### config.mk
export PLATFORM = sky130hd
export DESIGN_NAME = cover_toggle_sched
export DESIGN_NICKNAME = d
export VERILOG_FILES = /design/src/rtl/cover_toggle_sched.sv
export SDC_FILE = /design/constraint.sdc
export NUM_CORES = 1
export LEC_CHECK = 0
export ABC_AREA = 0
export BUFFER_PORTS_ARGS = -buffer_cell sky130_fd_sc_hd__buf_2
export CORE_ASPECT_RATIO = 1.25
export CORE_UTILIZATION = 35
export CTS_CLUSTER_SIZE = 40
export DETAILED_ROUTE_END_ITERATION = 16
export PLACE_DENSITY = 0.63
export SYNTH_ARGS = -nofsm -noshare
export SYNTH_HDL_FRONTEND = slang
export SYNTH_SLANG_ARGS = --single-unit
### constraint.sdc
create_clock -name clock -period 7.56 [get_ports clock]
set_input_delay 1.134 -clock clock [delete_from_list [all_inputs] [get_ports clock]]
set_output_delay 1.134 -clock clock [all_outputs]
set_load 0.1 [all_outputs]
### src/rtl/cover_toggle_sched.sv
// Toggle-coverage hit scheduler: latches per-bit hit strobes into a pending map and
// emits one absolute cover index per valid/ready handshake, round-robin across bits.
// Latency: hit in cycle N -> out_valid/out_index in cycle N+2.
// Backpressure: out_index holds while out_valid & ~out_ready; hits merge into pending meanwhile.
//
// Ports:
//   clock, reset (async, active-low)    - clocking and reset
//   enable, valid[WIDTH]                - hit capture enable and per-bit hit strobes
//   clear                               - one-cycle pulse, wipes pending (and done) after draining the slot
//   out_valid/out_ready/out_index       - downstream index handshake
//   hit_count                           - saturating count of accepted indices
//   busy                                - work pending, index presented, or clear in progress
// Optional feature macro: COVER_TOGGLE_DEDUP_EN (done mask, report each bit once until clear).
module cover_toggle_sched #(
  parameter int     WIDTH       = 20,
  parameter longint COVER_INDEX = 0,
  parameter int     IDX_W       = 64
) (
  input  logic             clock,
  input  logic             reset,
  input  logic             enable,
  input  logic [WIDTH-1:0] valid,
  input  logic             clear,
  output logic             out_valid,
  input  logic             out_ready,
  output logic [IDX_W-1:0] out_index,
  output logic [31:0]      hit_count,
  output logic             busy
);

  localparam int RR_W = (WIDTH > 1) ? $clog2(WIDTH) : 1;

  typedef enum logic [1:0] {
    S_IDLE = 2'd0,
    S_WAIT = 2'd1,
    S_CLR  = 2'd2
  } state_t;

  state_t           r_state;
  state_t           w_state_nxt;
  logic [WIDTH-1:0] r_pending;
  logic [WIDTH-1:0] w_pending_nxt;
  logic [WIDTH-1:0] w_capture;
  logic [WIDTH-1:0] w_mask;
  logic [WIDTH-1:0] w_grant_mask;
  logic [RR_W-1:0]  r_rr;
  logic [RR_W-1:0]  w_rr_inc;
  logic [RR_W-1:0]  w_win;
  logic [RR_W-1:0]  w_cand;
  logic             w_found;
  logic             w_slot_free;
  logic             w_grant;
  logic             r_out_valid;
  logic [IDX_W-1:0] r_out_index;
  logic [31:0]      r_hit_count;

  // Round-robin search: walk candidates from the highest offset down so the last
  // match written is the lowest offset from rr, i.e. the first set bit at/after rr.
  always_comb begin
    w_found = 1'b0;
    w_win   = '0;
    w_cand  = '0;
    for (int k = WIDTH - 1; k >= 0; k--) begin
      w_cand = RR_W'((int'(r_rr) + k) % WIDTH);
      if (r_pending[w_cand]) begin
        w_found = 1'b1;
        w_win   = w_cand;
      end
    end
  end

  assign w_slot_free  = ~r_out_valid | out_ready;
  assign w_grant      = (r_state == S_IDLE) & w_slot_free & w_found;
  assign w_grant_mask = w_grant ? (WIDTH'(1) << w_win) : '0;
  assign w_rr_inc     = (w_win == RR_W'(WIDTH - 1)) ? '0 : w_win + 1'b1;

`ifdef COVER_TOGGLE_DEDUP_EN
  logic [WIDTH-1:0] r_done;

  // The grant mask is included so a hit landing in the grant cycle is
  // suppressed rather than re-arming the bit that was just reported.
  assign w_mask = r_done | w_grant_mask;

  always_ff @(posedge clock or negedge reset) begin
    if (!reset) begin
      r_done <= '0;
    end else if (r_state == S_CLR) begin
      r_done <= '0;
    end else begin
      r_done <= r_done | w_grant_mask;
    end
  end
`else
  assign w_mask = '0;
`endif

  // Pending update: granted bit clears, but a same-cycle hit re-arms it
  // (unless masked). CLR keeps only this cycle's hits.
  always_comb begin
    w_capture     = enable ? (valid & ~w_mask) : '0;
    w_pending_nxt = (r_pending & ~w_grant_mask) | w_capture;
    if (r_state == S_CLR) begin
      w_pending_nxt = enable ? valid : '0;
    end
  end

  // Clear sequencing: WAIT lets an in-flight index drain before CLR wipes state.
  always_comb begin
    w_state_nxt = r_state;
    case (r_state)
      S_IDLE:  if (clear) w_state_nxt = S_WAIT;
      S_WAIT:  if (~r_out_valid | out_ready) w_state_nxt = S_CLR;
      S_CLR:   w_state_nxt = S_IDLE;
      default: w_state_nxt = S_IDLE;
    endcase
  end

  always_ff @(posedge clock or negedge reset) begin
    if (!reset) begin
      r_state <= S_IDLE;
    end else begin
      r_state <= w_state_nxt;
    end
  end

  always_ff @(posedge clock or negedge reset) begin
    if (!reset) begin
      r_pending   <= '0;
      r_rr        <= '0;
      r_out_valid <= 1'b0;
      r_out_index <= '0;
      r_hit_count <= '0;
    end else begin
      r_pending <= w_pending_nxt;

      if (r_state == S_CLR) begin
        r_rr <= '0;
      end else if (w_grant) begin
        r_rr <= w_rr_inc;
      end

      if (w_grant) begin
        r_out_valid <= 1'b1;
        r_out_index <= IDX_W'(COVER_INDEX) + IDX_W'(w_win);
      end else if (out_ready) begin
        r_out_valid <= 1'b0;
      end

      if (r_out_valid && out_ready && (r_hit_count != 32'hFFFF_FFFF)) begin
        r_hit_count <= r_hit_count + 32'd1;
      end
    end
  end

  assign out_valid = r_out_valid;
  assign out_index = r_out_index;
  assign hit_count = r_hit_count;
  assign busy      = (|r_pending) | r_out_valid | (r_state != S_IDLE);

endmodule
==> results.json <==
{
  "setup_ws_ps": 811,
  "wire_per_inst_um": 21.2,
  "syn_to_final_growth_pct": 6.86,
  "status": "complete, but fails checks",
  "fmax_mhz": 148,
  "antenna_left": 0,
  "grt-busiest-layer": "met2",
  "clkSinkCount": 65,
  "initial_core_util_pct": 35.8,
  "synth_top_area_cell": "dfrtp_1",
  "layout-drive-gt1-share_pct": 13.6,
  "seqCellArea_mm2": 0.00163,
  "yosys-top-cells-area": "dfrtp_1 14%, ha_1 6.7%, nand2_1 4.8%",
  "synth_top_area_share_pct": 13.8,
  "grt_pass1_wl_um": 65600,
  "cts-buffers-inserted": 9,
  "post-place-ws_ps": 945,
  "cts_setup_buffers": 0,
  "path_buf_inv": 1,
  "clk_latency_ps": 330,
  "ys_types": 111,
  "yosys_warnings": 0,
  "pin_count": 123,
  "final_cells": 1975,
  "cp.required_ps": 7780,
  "grt_setup_unrepaired": "false",
  "hold_buffers": 0,
  "drc": 5,
  "routabilityCongestion": 1.05,
  "antenna_found_initial": 1,
  "multiInputGateArea_mm2": 0.00942,
  "synthFlopType": "dfrtp_1",
  "ys_ff_latch": 65,
  "grtUsageMet3_pct": 2.29,
  "drtIter0Drc": 1085,
  "synthArstFlopShare_pct": 100,
  "slowest_delay_ps": 680,
  "finalMaxSlewViolations": 0,
  "fill_cells": 3453,
  "syn_avg_cell_area_um2": 7.78,
  "clock_skew_ps": 6.68,
  "hpwl_um": 33000,
  "crit_path_start_kind": "flip-flop",
  "worstPathArrival_ps": 6970,
  "root_buffer": "clkbuf_16",
  "grt_overflow": 0,
  "cp_slowest_cell": "nor2b_1",
  "coreArea_mm2": 0.0330,
  "clkTransAtPathRegs_ps": 60,
  "use_met1_pct": 28.2,
  "worst-setup-path-type": "reg -> reg",
  "cp_max_fo": 12,
  "violations": "design-rule violations",
  "dr_total_vias": 12400,
  "fin_crit_sh_pct": 89.3,
  "hold_path_class": "reg -> reg",
  "dp_cells": 1958,
  "crit_family": "simple AND/OR/NAND/NOR gates",
  "fin_setup_tns_ps": 0,
  "grt_pass1_vias": 11700,
  "grt_use_met2_pct": 40.8,
  "tritoncts": "built",
  "die_h_um": 207,
  "yosysSeqAreaShare_pct": 13.8,
  "nets": 1639,
  "maxCapViolCount": 0,
  "die-area_mm2": 0.0345,
  "htreeDepth": 3,
  "synth_cells": 1517,
  "slew_headroom_pct": 41.3,
  "synth_edf_count": 0,
  "grt_util_all_layers_pct": 23.8,
  "drt-total-wl_um": 41900,
  "fp.dieW_um": 166,
  "setup_viol": 0,
  "final_hold_viol_count": 0,
  "cts_max_path_buffers": 2,
  "worst_slew_pin_slew_ps": 878,
  "grt_max_degree": 66,
  "vias_per_cell": 6.25,
  "crit_path_end_kind": "flip-flop",
  "first_pass_iters": 12,
  "crit_chain": "ha_1 > buf_4 > xnor2_2 > ha_1 > nand2_1 > nand2_1 > ha_1 > nand3b_1 > or4b_1 > nand2_1 > a21oi_1 > o21ai_1 > xor2_1 > mux2_2 > nor3b_1 > o311ai_1 > a221oi_4 > nor2b_1 > nand3_1 > a32o_1",
  "ctsResizeCount": 0,
  "syn_area_mm2": 0.0118,
  "rows": 74,
  "portBuffers": 63,
  "fin_crit_ps": 6750
}
==> layer usage <==
metal	share of wire [%]	wire [µm]
met1	40	16700
met3	5.7	2410
met2	48	20000
met5	0	0
met4	6.9	2910
==> path summary, 6_finish.rpt <==
kind	to	start	cells past startpoint	slack [ps]
worst max-delay path	r_pending[9]	r_rr[2]	20	810
worst min register to register	out_index[3]	out_index[3]	1	480
worst min-delay path	out_index[3]	out_index[3]	1	480
max in group asynchronous	r_rr[0]	reset	2	6000
min in group asynchronous	hit_count[19]	reset	2	980
worst max register to register	r_pending[9]	r_rr[2]	20	810
==> registers in the layout, summed over array words and instances, names as in the netlist <==
name       cells
hit_count     32
r_state        2
out_valid      1
r_pending     20
r_rr           5
out_index      5
==> through the flow <==
stage	util, %	area (µm²)	hold slack [ps]
4_1_cts	38.3	12600	487
2_1_floorplan	-	12000	489
3_3_place_gp	37.4	12300	464
6_report	38.3	12600	484
3_5_place_dp	37.4	12300	465
5_1_grt	38.3	12600	500
==> layout by cell type, fill, tap and decap left out, drive strengths merged, types with 15 or more instances in the layout <==
cell,count
o21ai,80
mux2,15
a31oi,25
o31ai,16
a21boi,22
buf,101
a21oi,92
o211ai,25
ha,63
nand2,152
nor2b,36
and3,20
nand4,25
nor4,16
xnor2,61
and2,15
a211oi,27
a32o,15
conb,59
inv,43
mux2i,43
o22ai,15
nor2,76
dfrtp,65
nor3,40
a21o,21
nand3,74
mux4,25
nand2b,28
==> layout make-up <==
| type | instances | share of cell area [%] |
|---|---|---|
| antenna | 1 | 0.0198 |
| sequential | 65 | 12.9 |
| clock buffer | 12 | 1.95 |
| tap | 418 | 4.15 |
| inverter | 44 | 1.31 |
| clock inverter | 4 | 0.228 |
| timing repair buffer | 101 | 4.76 |
| multi-input combinational | 1330 | 74.7 |
==> cells by family after synthesis <==
| kind of cell | synth area share (%) |
|---|---|
| buffers and inverters | 8.34 |
| XOR/XNOR | 5.86 |
| other | 0.0318 |
| multiplexers | 9.85 |
| AO/OA/AOI/OAI | 30.6 |
| adder cells (fa/ha/maj) | 7.10 |
| flip-flops | 13.8 |
| AND/OR/NAND/NOR | 24.4 |
==> synth_stat cells (10+ instances only) <==
cell and n:
clkbuf_1 31, a21oi_1 90, a32o_1 15, a31oi_1 23, o22ai_1 12, mux2i_1 43, a21o_1 21, o21a_1 14
or3_1 12, and2_1 14, and3_1 20, nor2_1 76, a21boi_0 14, xnor2_1 57, ha_1 63, and4_1 10
a211o_1 10, buf_2 28, nand2b_1 28, nor3_1 38, xor2_1 12, nand3_1 74, nand2_1 152, inv_1 36
o31ai_1 15, o21ai_0 62, nor2b_1 35, nor4_1 16, nand4_1 25, dfrtp_1 65, buf_4 63, o21ai_1 18
o211ai_1 25, mux4_2 25, mux2_2 13, a211oi_1 23
Power is not shown: default switching activity piles up to over one toggle a cycle in this logic, so the estimate is an artifact.
